===== config.mk =====
export PLATFORM = sky130hd
export DESIGN_NAME = asi_w_flat
export DESIGN_NICKNAME = d
export VERILOG_FILES = /design/src/rtl/axi_pkg.sv /design/src/rtl/asi_w_if.sv /design/src/rtl/asi_fifo.sv /design/src/rtl/asi_w.sv /design/src/flat_wrapper.sv
export SDC_FILE = /design/constraint.sdc
export NUM_CORES = 1
export LEC_CHECK = 0
export ABC_AREA = 0
export CAP_MARGIN = 20
export CORE_MARGIN = 3
export CORE_UTILIZATION = 50
export CTS_CLUSTER_DIAMETER = 50
export CTS_CLUSTER_SIZE = 14
export DETAILED_ROUTE_END_ITERATION = 8
export GPL_ROUTABILITY_DRIVEN = 0
export GPL_TIMING_DRIVEN = 0
export PLACE_DENSITY = 0.86
export SYNTH_ARGS = -nofsm -noshare
export SYNTH_HDL_FRONTEND = slang
export SYNTH_HIERARCHICAL = 1
export SYNTH_SLANG_ARGS = --single-unit
export TNS_END_PERCENT = 5

===== constraint.sdc =====
create_clock -name ACLK -period 5.15 [get_ports ACLK]
set_input_delay 1.03 -clock ACLK [delete_from_list [all_inputs] [get_ports ACLK]]
set_output_delay 1.03 -clock ACLK [all_outputs]
set_load 0.01 [all_outputs]

===== src/rtl/axi_pkg.sv =====
// Shared AXI definitions for the asi_w write responder: default bus widths,
// burst and response codes, and the packed AW request / B response records
// that travel through the internal FIFOs.
package axi_pkg;

    localparam int AXI_DW_DEF     = 128;
    localparam int AXI_AW_DEF     = 32;
    localparam int AXI_IW_DEF     = 8;
    localparam int AXI_LW_DEF     = 8;
    localparam int AXI_SW_DEF     = 3;
    localparam int AXI_BURSTW_DEF = 2;
    localparam int AXI_BRESPW_DEF = 2;

    typedef enum logic [1:0] {
        BURST_FIXED = 2'b00,
        BURST_INCR  = 2'b01,
        BURST_WRAP  = 2'b10,
        BURST_RSVD  = 2'b11
    } burst_e;

    typedef enum logic [1:0] {
        RESP_OKAY   = 2'b00,
        RESP_EXOKAY = 2'b01,
        RESP_SLVERR = 2'b10,
        RESP_DECERR = 2'b11
    } resp_e;

    typedef struct packed {
        logic [AXI_IW_DEF-1:0]     id;
        logic [AXI_AW_DEF-1:0]     addr;
        logic [AXI_LW_DEF-1:0]     len;
        logic [AXI_SW_DEF-1:0]     size;
        logic [AXI_BURSTW_DEF-1:0] burst;
    } aw_req_t;

    typedef struct packed {
        logic [AXI_IW_DEF-1:0]     id;
        logic [AXI_BRESPW_DEF-1:0] resp;
    } b_rsp_t;

endpackage


===== src/rtl/asi_w_if.sv =====
// AXI4 write-channel bundle (AW, W, B) between an AXI write master and the
// asi_w responder. The master modport drives requests, the slave modport
// drives the ready/response side.
interface asi_w_if
    import axi_pkg::*;
#(
    parameter int AXI_DW     = AXI_DW_DEF,
    parameter int AXI_AW     = AXI_AW_DEF,
    parameter int AXI_IW     = AXI_IW_DEF,
    parameter int AXI_LW     = AXI_LW_DEF,
    parameter int AXI_SW     = AXI_SW_DEF,
    parameter int AXI_BURSTW = AXI_BURSTW_DEF,
    parameter int AXI_BRESPW = AXI_BRESPW_DEF
);
    localparam int AXI_WSTRBW = AXI_DW / 8;

    logic [AXI_IW-1:0]     AWID;
    logic [AXI_AW-1:0]     AWADDR;
    logic [AXI_LW-1:0]     AWLEN;
    logic [AXI_SW-1:0]     AWSIZE;
    logic [AXI_BURSTW-1:0] AWBURST;
    logic                  AWVALID;
    logic                  AWREADY;

    logic [AXI_DW-1:0]     WDATA;
    logic [AXI_WSTRBW-1:0] WSTRB;
    logic                  WLAST;
    logic                  WVALID;
    logic                  WREADY;

    logic [AXI_IW-1:0]     BID;
    logic [AXI_BRESPW-1:0] BRESP;
    logic                  BVALID;
    logic                  BREADY;

    modport master (
        output AWID, AWADDR, AWLEN, AWSIZE, AWBURST, AWVALID,
        input  AWREADY,
        output WDATA, WSTRB, WLAST, WVALID,
        input  WREADY,
        input  BID, BRESP, BVALID,
        output BREADY
    );

    modport slave (
        input  AWID, AWADDR, AWLEN, AWSIZE, AWBURST, AWVALID,
        output AWREADY,
        input  WDATA, WSTRB, WLAST, WVALID,
        output WREADY,
        output BID, BRESP, BVALID,
        input  BREADY
    );

endinterface


===== src/rtl/asi_fifo.sv =====
// Small synchronous FIFO used for the AW request queue and the B response
// queue. A push is taken while full when a pop happens in the same cycle,
// so push and pop together are legal at any occupancy. DEPTH must be a
// power of two (>= 2).
module asi_fifo #(
    parameter int WIDTH = 8,
    parameter int DEPTH = 4
) (
    input  logic             clk,
    input  logic             rst_n,
    input  logic             push,
    input  logic [WIDTH-1:0] din,
    input  logic             pop,
    output logic [WIDTH-1:0] dout,
    output logic             full,
    output logic             empty
);
    localparam int PW = (DEPTH > 1) ? $clog2(DEPTH) : 1;

    logic [WIDTH-1:0] mem [DEPTH];
    logic [PW-1:0]    wr_ptr;
    logic [PW-1:0]    rd_ptr;
    logic [PW:0]      count;
    logic             do_push;
    logic             do_pop;

    assign empty   = (count == '0);
    assign full    = (count == (PW+1)'(DEPTH));
    assign do_pop  = pop & ~empty;
    assign do_push = push & (~full | do_pop);
    assign dout    = mem[rd_ptr];

    // Pointer and occupancy bookkeeping.
    always_ff @(posedge clk or negedge rst_n) begin
        if (!rst_n) begin
            wr_ptr <= '0;
            rd_ptr <= '0;
            count  <= '0;
        end else begin
            if (do_push) wr_ptr <= wr_ptr + PW'(1);
            if (do_pop)  rd_ptr <= rd_ptr + PW'(1);
            case ({do_push, do_pop})
                2'b10:   count <= count + (PW+1)'(1);
                2'b01:   count <= count - (PW+1)'(1);
                default: count <= count;
            endcase
        end
    end

    // Entry storage; contents are meaningless until written.
    always_ff @(posedge clk) begin
        if (do_push) mem[wr_ptr] <= din;
    end

endmodule


===== src/rtl/asi_w.sv =====
// AXI4 write responder: queues AW requests, accepts W beats for one burst at
// a time, generates per-beat byte addresses for a simple user write port and
// returns B responses in AW order.
// Build option: define ASI_WRAP_EN to generate wrapping addresses for WRAP
// bursts (OKAY response); without it WRAP bursts are addressed as INCR, the
// data is still written and the response is SLVERR.
module asi_w
    import axi_pkg::*;
#(
    parameter int AXI_DW     = AXI_DW_DEF,
    parameter int AXI_AW     = AXI_AW_DEF,
    parameter int AXI_IW     = AXI_IW_DEF,
    parameter int AXI_LW     = AXI_LW_DEF,
    parameter int AXI_SW     = AXI_SW_DEF,
    parameter int AXI_BURSTW = AXI_BURSTW_DEF,
    parameter int AXI_BRESPW = AXI_BRESPW_DEF,
    parameter int ASI_AD     = 4,
    parameter int ASI_BD     = 4
) (
    input  logic                   ACLK,
    input  logic                   ARESETn,
    asi_w_if.slave                 axi,
    output logic                   usr_wen,
    output logic [AXI_AW-1:0]      usr_waddr,
    output logic [AXI_DW-1:0]      usr_wdata,
    output logic [AXI_DW/8-1:0]    usr_wstrb,
    input  logic                   usr_wready
);
    localparam int AXI_WSTRBW = AXI_DW / 8;
    localparam int L          = $clog2(AXI_WSTRBW);
    localparam logic [AXI_SW-1:0] MAX_SIZE = AXI_SW'(L);
    localparam logic [AXI_AW-1:0] ADDR_ONE = {{(AXI_AW-1){1'b0}}, 1'b1};

`ifdef ASI_WRAP_EN
    localparam bit WRAP_EN = 1'b1;
`else
    localparam bit WRAP_EN = 1'b0;
`endif

    typedef enum logic {
        ST_IDLE = 1'b0,
        ST_DATA = 1'b1
    } state_e;

    // Address of the beat after the current one, modulo 2^AXI_AW.
    function automatic logic [AXI_AW-1:0] next_addr(
        input logic [AXI_AW-1:0]     addr,
        input logic [AXI_LW-1:0]     len,
        input logic [AXI_SW-1:0]     size,
        input logic [AXI_BURSTW-1:0] burst
    );
        logic [AXI_AW-1:0] step;
        logic [AXI_AW-1:0] aligned;
        logic [AXI_AW-1:0] incr;
        logic [AXI_AW-1:0] bound;
        logic [AXI_AW-1:0] mask;
        logic [AXI_AW-1:0] wrapped;
        step    = ADDR_ONE << size;
        aligned = addr & ~(step - ADDR_ONE);
        incr    = aligned + step;
        bound   = (AXI_AW'(len) + ADDR_ONE) << size;
        mask    = bound - ADDR_ONE;
        wrapped = (addr & ~mask) | (incr & mask);
        case (burst)
            BURST_FIXED: next_addr = addr;
            BURST_WRAP:  next_addr = WRAP_EN ? wrapped : incr;
            default:     next_addr = incr;
        endcase
    endfunction

    // Burst types that complete normally but must report SLVERR.
    function automatic logic burst_err(input logic [AXI_BURSTW-1:0] burst);
        case (burst)
            BURST_RSVD: burst_err = 1'b1;
            BURST_WRAP: burst_err = ~WRAP_EN;
            default:    burst_err = 1'b0;
        endcase
    endfunction

    aw_req_t aw_din, aw_dout;
    logic    aw_push, aw_pop, aw_full, aw_empty;
    b_rsp_t  b_din, b_dout;
    logic    b_push, b_pop, b_full, b_empty;

    state_e                  state_q, state_d;
    logic                    rst_done;
    logic [AXI_AW-1:0]       addr_q, addr_d;
    logic [AXI_LW-1:0]       len_q, len_d;
    logic [AXI_SW-1:0]       size_q, size_d;
    logic [AXI_BURSTW-1:0]   burst_q, burst_d;
    logic [AXI_IW-1:0]       id_q, id_d;
    logic [AXI_LW-1:0]       beat_cnt_q, beat_cnt_d;
    logic                    inh_q, inh_d;
    logic                    err_q, err_d;
    logic                    wready;
    logic                    beat;
    logic                    last_beat;
    logic                    err_now;
    logic [AXI_BRESPW-1:0]   resp_now;

    asi_fifo #(.WIDTH($bits(aw_req_t)), .DEPTH(ASI_AD)) u_aw_fifo (
        .clk   (ACLK),
        .rst_n (ARESETn),
        .push  (aw_push),
        .din   (aw_din),
        .pop   (aw_pop),
        .dout  (aw_dout),
        .full  (aw_full),
        .empty (aw_empty)
    );

    asi_fifo #(.WIDTH($bits(b_rsp_t)), .DEPTH(ASI_BD)) u_b_fifo (
        .clk   (ACLK),
        .rst_n (ARESETn),
        .push  (b_push),
        .din   (b_din),
        .pop   (b_pop),
        .dout  (b_dout),
        .full  (b_full),
        .empty (b_empty)
    );

    // AW channel: accept whenever the request queue has room (never in reset).
    assign axi.AWREADY = rst_done & ~aw_full;
    assign aw_push     = axi.AWVALID & axi.AWREADY;
    assign aw_din      = '{id: axi.AWID, addr: axi.AWADDR, len: axi.AWLEN,
                           size: axi.AWSIZE, burst: axi.AWBURST};

    // B channel: head of the response queue, zeros when nothing is pending.
    assign axi.BVALID = ~b_empty;
    assign axi.BID    = b_empty ? '0 : b_dout.id;
    assign axi.BRESP  = b_empty ? '0 : b_dout.resp;
    assign b_pop      = axi.BVALID & axi.BREADY;

    // W channel and user write port follow the burst in progress.
    assign axi.WREADY = wready;
    assign usr_wen    = beat & ~inh_q;
    assign usr_waddr  = (state_q == ST_DATA) ? addr_q    : '0;
    assign usr_wdata  = (state_q == ST_DATA) ? axi.WDATA : '0;
    assign usr_wstrb  = (state_q == ST_DATA) ? axi.WSTRB : '0;

    // AWREADY is held low until the first clock after reset release.
    always_ff @(posedge ACLK or negedge ARESETn) begin
        if (!ARESETn) rst_done <= 1'b0;
        else          rst_done <= 1'b1;
    end

    // Burst FSM state and per-burst control flags.
    always_ff @(posedge ACLK or negedge ARESETn) begin
        if (!ARESETn) begin
            state_q    <= ST_IDLE;
            beat_cnt_q <= '0;
            inh_q      <= 1'b0;
            err_q      <= 1'b0;
        end else begin
            state_q    <= state_d;
            beat_cnt_q <= beat_cnt_d;
            inh_q      <= inh_d;
            err_q      <= err_d;
        end
    end

    // Burst descriptor; loaded from the AW queue before any beat uses it.
    always_ff @(posedge ACLK) begin
        addr_q  <= addr_d;
        len_q   <= len_d;
        size_q  <= size_d;
        burst_q <= burst_d;
        id_q    <= id_d;
    end

    // Next-state, burst load, beat counting and response generation.
    always_comb begin
        state_d    = state_q;
        addr_d     = addr_q;
        len_d      = len_q;
        size_d     = size_q;
        burst_d    = burst_q;
        id_d       = id_q;
        beat_cnt_d = beat_cnt_q;
        inh_d      = inh_q;
        err_d      = err_q;
        aw_pop     = 1'b0;
        b_push     = 1'b0;
        wready     = 1'b0;
        beat       = 1'b0;
        last_beat  = (beat_cnt_q == len_q);
        err_now    = err_q;
        resp_now   = RESP_OKAY;
        case (state_q)
            ST_IDLE: begin
                // A burst is only started when its response is guaranteed a slot.
                if (!aw_empty && !b_full) begin
                    aw_pop     = 1'b1;
                    addr_d     = aw_dout.addr;
                    len_d      = aw_dout.len;
                    size_d     = aw_dout.size;
                    burst_d    = aw_dout.burst;
                    id_d       = aw_dout.id;
                    beat_cnt_d = '0;
                    inh_d      = (aw_dout.size > MAX_SIZE);
                    err_d      = (aw_dout.size > MAX_SIZE) | burst_err(aw_dout.burst);
                    state_d    = ST_DATA;
                end
            end
            ST_DATA: begin
                wready = usr_wready;
                beat   = axi.WVALID & usr_wready;
                if (beat) begin
                    // The beat counter decides the burst end; WLAST only flags errors.
                    err_now = err_q | (axi.WLAST != last_beat);
                    err_d   = err_now;
                    if (last_beat) begin
                        resp_now = err_now ? RESP_SLVERR : RESP_OKAY;
                        b_push   = 1'b1;
                        state_d  = ST_IDLE;
                    end else begin
                        beat_cnt_d = beat_cnt_q + AXI_LW'(1);
                        addr_d     = next_addr(addr_q, len_q, size_q, burst_q);
                    end
                end
            end
            default: state_d = ST_IDLE;
        endcase
        b_din = '{id: id_q, resp: resp_now};
    end

endmodule

===== src/flat_wrapper.sv =====
// flat-port wrapper written by rule: the top's interface ports become plain ports
module asi_w_flat import axi_pkg::*;
#(
    parameter int AXI_DW     = AXI_DW_DEF,
    parameter int AXI_AW     = AXI_AW_DEF,
    parameter int AXI_IW     = AXI_IW_DEF,
    parameter int AXI_LW     = AXI_LW_DEF,
    parameter int AXI_SW     = AXI_SW_DEF,
    parameter int AXI_BURSTW = AXI_BURSTW_DEF,
    parameter int AXI_BRESPW = AXI_BRESPW_DEF,
    parameter int ASI_AD     = 4,
    parameter int ASI_BD     = 4
)
  (ACLK, ARESETn, usr_wen, usr_waddr, usr_wdata, usr_wstrb, usr_wready, axi_AWID, axi_AWADDR, axi_AWLEN, axi_AWSIZE, axi_AWBURST, axi_AWVALID, axi_AWREADY, axi_WDATA, axi_WSTRB, axi_WLAST, axi_WVALID, axi_WREADY, axi_BID, axi_BRESP, axi_BVALID, axi_BREADY);
  asi_w_if #(.AXI_DW(AXI_DW), .AXI_AW(AXI_AW), .AXI_IW(AXI_IW), .AXI_LW(AXI_LW), .AXI_SW(AXI_SW), .AXI_BURSTW(AXI_BURSTW), .AXI_BRESPW(AXI_BRESPW)) axi_i ();
  input  logic ACLK;
  input  logic ARESETn;
  output logic usr_wen;
  output logic [AXI_AW-1:0] usr_waddr;
  output logic [AXI_DW-1:0] usr_wdata;
  output logic [AXI_DW/8-1:0] usr_wstrb;
  input  logic usr_wready;
  input wire logic [$bits(axi_i.AWID)-1:0] axi_AWID;
  input wire logic [$bits(axi_i.AWADDR)-1:0] axi_AWADDR;
  input wire logic [$bits(axi_i.AWLEN)-1:0] axi_AWLEN;
  input wire logic [$bits(axi_i.AWSIZE)-1:0] axi_AWSIZE;
  input wire logic [$bits(axi_i.AWBURST)-1:0] axi_AWBURST;
  input wire logic [$bits(axi_i.AWVALID)-1:0] axi_AWVALID;
  output wire logic [$bits(axi_i.AWREADY)-1:0] axi_AWREADY;
  input wire logic [$bits(axi_i.WDATA)-1:0] axi_WDATA;
  input wire logic [$bits(axi_i.WSTRB)-1:0] axi_WSTRB;
  input wire logic [$bits(axi_i.WLAST)-1:0] axi_WLAST;
  input wire logic [$bits(axi_i.WVALID)-1:0] axi_WVALID;
  output wire logic [$bits(axi_i.WREADY)-1:0] axi_WREADY;
  output wire logic [$bits(axi_i.BID)-1:0] axi_BID;
  output wire logic [$bits(axi_i.BRESP)-1:0] axi_BRESP;
  output wire logic [$bits(axi_i.BVALID)-1:0] axi_BVALID;
  input wire logic [$bits(axi_i.BREADY)-1:0] axi_BREADY;
  assign axi_i.AWID = axi_AWID;
  assign axi_i.AWADDR = axi_AWADDR;
  assign axi_i.AWLEN = axi_AWLEN;
  assign axi_i.AWSIZE = axi_AWSIZE;
  assign axi_i.AWBURST = axi_AWBURST;
  assign axi_i.AWVALID = axi_AWVALID;
  assign axi_AWREADY = axi_i.AWREADY;
  assign axi_i.WDATA = axi_WDATA;
  assign axi_i.WSTRB = axi_WSTRB;
  assign axi_i.WLAST = axi_WLAST;
  assign axi_i.WVALID = axi_WVALID;
  assign axi_WREADY = axi_i.WREADY;
  assign axi_BID = axi_i.BID;
  assign axi_BRESP = axi_i.BRESP;
  assign axi_BVALID = axi_i.BVALID;
  assign axi_i.BREADY = axi_BREADY;
  asi_w #(.AXI_DW(AXI_DW), .AXI_AW(AXI_AW), .AXI_IW(AXI_IW), .AXI_LW(AXI_LW), .AXI_SW(AXI_SW), .AXI_BURSTW(AXI_BURSTW), .AXI_BRESPW(AXI_BRESPW), .ASI_AD(ASI_AD), .ASI_BD(ASI_BD)) u_core (.ACLK(ACLK), .ARESETn(ARESETn), .axi(axi_i), .usr_wen(usr_wen), .usr_waddr(usr_waddr), .usr_wdata(usr_wdata), .usr_wstrb(usr_wstrb), .usr_wready(usr_wready));
endmodule

==> flow_metrics.env <==
export IMPL_timing_hold_worst_class="reg2reg"
export IMPL_max_stage_delay_ps=740
export IMPL_number_of_global_route_vias_before_repair=11200
export IMPL_cell_area_after_synthesis_um2=15400
export IMPL_num_nets_final=1709
export IMPL_cell_internal_pwr_uw=6860
export IMPL_portBuffers=393
export IMPL_sw_frac_of_total_pct=34.8
export IMPL_post_cts_hold_buffer_count=0
export IMPL_maxCapViolCount=0
export IMPL_cts_post_setup_buffers_inserted=0
export IMPL_cts_tree="built"
export IMPL_grt_usage_pct=28.7
export IMPL_outcome="finished, final reports clean"
export IMPL_syn_area_per_cell_um2=14.5
export IMPL_synthDistinctLibCells=80
export IMPL_fillers=1898
export IMPL_final_antenna_net_count=0
export IMPL_synth_compound_area_share_pct=4.63
export IMPL_drt_first_pass_iters=6
export IMPL_numPlacedInstances=1845
export IMPL_hold_viol_final=0
export IMPL_detailed_placement_wirelength_estimate_um=35300
export IMPL_grt_start_max_net_pins=54
export IMPL_fp_coreArea_um2=30000
export IMPL_synth_top_family_by_area="simple AND/OR/NAND/NOR gates"
export IMPL_routed_wirelength_um=48900
export IMPL_ys_flop_type="edfxtp_1"
export IMPL_initial_utilization_pct=51.3
export IMPL_powerDensity_nw_per_um2=504
export IMPL_switch_pwr_uw=3660
export IMPL_cts_repair_resize_count=0
export IMPL_utilization_pct=69.6
export IMPL_die_height_um=181
export IMPL_clock_tree_htree_level_count=1
export IMPL_crit_end_element="primary output"
export IMPL_async_flop_share_pct=7.85
export IMPL_antenna_found_initial=5
export IMPL_ctsLongestPathBuffers=3
export IMPL_fin_setup_tns_ps=0
export IMPL_rsz0062_at_grt="false"
export IMPL_worst_setup_path_start_kind="flip-flop"
export IMPL_cell_leakage_power_uw=0.00716
export IMPL_power_combinational_fraction_pct=43.9
export IMPL_drt_iter0_markers=1239
export IMPL_grt_pass1_wl_um=71800
export IMPL_worst_clock_skew_ps=14.2
export IMPL_detailroute_via_count=11200
export IMPL_path_max_fanout=10
export IMPL_yosys_area_share_simple_pct=15.0
export IMPL_critical_path_top_delay_cell="clkbuf_1"
export IMPL_finish_instance_area_um2=20900
export IMPL_crit_arrival_ps=3510
export IMPL_layout_area_overhead_vs_synth_pct=35.8
export IMPL_postSynthRegisterBits=331
export IMPL_use_met3_pct=5.32
export IMPL_via_per_inst=5.85
export IMPL_crit_chain="clkbuf_1 > clkbuf_1 > clkbuf_1 > and2_1 > clkdlybuf4s50_1"
export IMPL_post_synth_xor_area_fraction_pct=2.68
export IMPL_gr_ovfl_total=0
export IMPL_dpl_instance_area_um2=19900
export IMPL_route_detailed_wl_per_inst_um=25.6
export IMPL_drive_gt1_share_pct=10.5
export IMPL_synth_yosys_seq_area_share_pct=63.9
export IMPL_number_of_ports_placed_on_the_die_boundary=394
export IMPL_power_share_clock_pct=20.6
export IMPL_cts_sink_cnt=331
export IMPL_yosysMostFrequentCell="edfxtp_1"
export IMPL_share_seq_of_total_power_pct=35.5
export IMPL_synth_cells_most_frequent="edfxtp_1, and2_1, nor2_1"
export IMPL_post_route_drc_count=0
export IMPL_final_min_period_over_clock_period_pct=88.2
export IMPL_critPathMostFrequentCell="clkbuf_1"
export IMPL_critPathRequiredTime_ps=4120
export IMPL_grtUsageMet1_pct=36.9
export IMPL_root_buffer="clkbuf_16"
export IMPL_post_synth_mux_area_share_pct=9.86
export IMPL_final_max_tran_viols=0
export IMPL_post_synth_fa_ha_maj_area_fraction_pct=1.40
export IMPL_cts_buffers_inserted=31
export IMPL_synth_area_leader_cell="edfxtp_1"
export IMPL_slew_limit_headroom_pct=38.5
export IMPL_std_cell_rows=63
export IMPL_setup_viol=0
export IMPL_timing_worst_setup_path_type="reg2out"
export IMPL_ranking_of_synthesized_cells_by_area="edfxtp_1, mux4_2, and2_1"
export IMPL_yosysWarnings=6
export IMPL_synth_edff_count=305
export IMPL_ir_worst_vdd_uv=315
export IMPL_slew_worst_pin_ps=922
export IMPL_synthDominantCellAreaShare_pct=59.6
export IMPL_met2_usage_pct=50.2
export IMPL_die_width_um=181
export IMPL_top_usage_layer="met2"
export IMPL_cts_reportedPaths_clkPinSlew_ps=70
export IMPL_die_area_um2=32900
export IMPL_total_power_uw=10500
export IMPL_final_period_minus_worst_setup_slack_ps=4540
export IMPL_clkLatencyLatePin_ps=560
export IMPL_timing_fmax_ghz=0.220
export IMPL_layout_cells_non_filler=1906
export IMPL_post_synthesis_instance_total=1057
## power by group through the flow
stage / sequential (µW) / combinational (µW) / clock (µW)
after floorplan: 3690 / 2430 / 0
after global placement: 3760 / 4390 / 0
after detailed placement: 3770 / 4520 / 0
after CTS: 3730 / 4580 / 2190
after global routing: 3770 / 4890 / 2300
final: 3730 / 4610 / 2170
## cell type report
cell class | count | area, µm² | area share, %
inverter | 28 | 105 | 0.504
clock buffer | 47 | 877 | 4.20
timing repair buffer | 396 | 4020 | 19.3
tap | 390 | 488 | 2.34
antenna | 2 | 5.00 | 0.0240
multi-input combinational | 641 | 5200 | 24.9
clock inverter | 11 | 83.8 | 0.402
buffer | 60 | 277 | 1.33
sequential | 331 | 9810 | 47.0
## routing by layer
metal | up-vias | wire (µm)
met5 | - | 47
met4 | 6 | 1580
met3 | 120 | 4400
met2 | 725 | 25000
met1 | 5502 | 17900
li1 | 4799 | -
## cells in the final DEF (no fill, tap or decap), types with 4 or more instances in the layout
cell type and count:
clkdlybuf4s50_1 393, edfxtp_1 305, and2_1 181, nor2_1 64, mux4_2 63, clkbuf_1 48, nand2_1 38, clkbuf_16 32
xor2_1 29, inv_1 27, dfrtp_1 26, a21oi_1 24, nor2b_1 19, xnor2_1 18, o21ai_0 16, buf_2 14
a31oi_1 14, ha_1 14, nor3_1 11, nand4_1 11, nand3_1 11, nand2b_1 8, nor4_1 8, and3_1 6
o31ai_1 6, o211ai_1 5, buf_1 5, conb_1 5, or3_1 4, nand3b_1 4, nor3b_1 4, mux2_2 4
and2_4 4
## metrics by stage
step	hold slack [ps]	setup slack [ps]
4_1_cts	500	717
3_3_place_gp	468	585
5_1_grt	506	613
6_report	497	610
2_1_floorplan	451	1580
3_5_place_dp	484	1000
## final timing paths
kind | startpoint | end | slack, ps | cells past startpoint
worst min register to register | u_core/id_q[1] | u_core/u_b_fifo/mem[1][3] | 500 | 0
max in group asynchronous | ARESETn | u_core/u_b_fifo/count[2] | 3710 | 2
min in group asynchronous | ARESETn | u_core/u_aw_fifo/count[1] | 900 | 1
worst min-delay path | u_core/id_q[1] | u_core/u_b_fifo/mem[1][3] | 500 | 0
worst max register to register | u_core/size_q[1] | u_core/addr_q[18] | 940 | 14
worst max-delay path | u_core/state_q | usr_wdata[55] | 610 | 5
## flip-flops by register name, indices dropped and copies added (netlist names)
name                     flops
u_core/len_q                 8
u_core/u_aw_fifo/mem       212
u_core/beat_cnt_q            8
u_core/u_aw_fifo/count       3
u_core/err_q                 1
u_core/addr_q               32
u_core/burst_q               2
u_core/u_aw_fifo/rd_ptr      2
u_core/rst_done              1
u_core/u_b_fifo/count        3
u_core/u_b_fifo/mem         40
u_core/size_q                3
u_core/id_q                  8
u_core/state_q               1
u_core/u_b_fifo/wr_ptr       2
u_core/u_b_fifo/rd_ptr       2
u_core/inh_q                 1
u_core/u_aw_fifo/wr_ptr      2
## cell families (layout without fill, tap and decap cells)
kind of cell	count (synthesis)	after routing
flops	331	331
simple gates	397	397
fa+ha+maj	16	16
mux	71	71
xor+xnor	47	47
buf+inv	88	542
other cells	2	7
compound gates	105	105
## worst max-delay path: cells and delay by family (launching register included)
kind,cells,cell delay [ps]
AND/OR/NAND/NOR,1,350
buffers and inverters,4,2260
flip-flops,1,330
No activity file was read; power rests on OpenSTA's default activity.
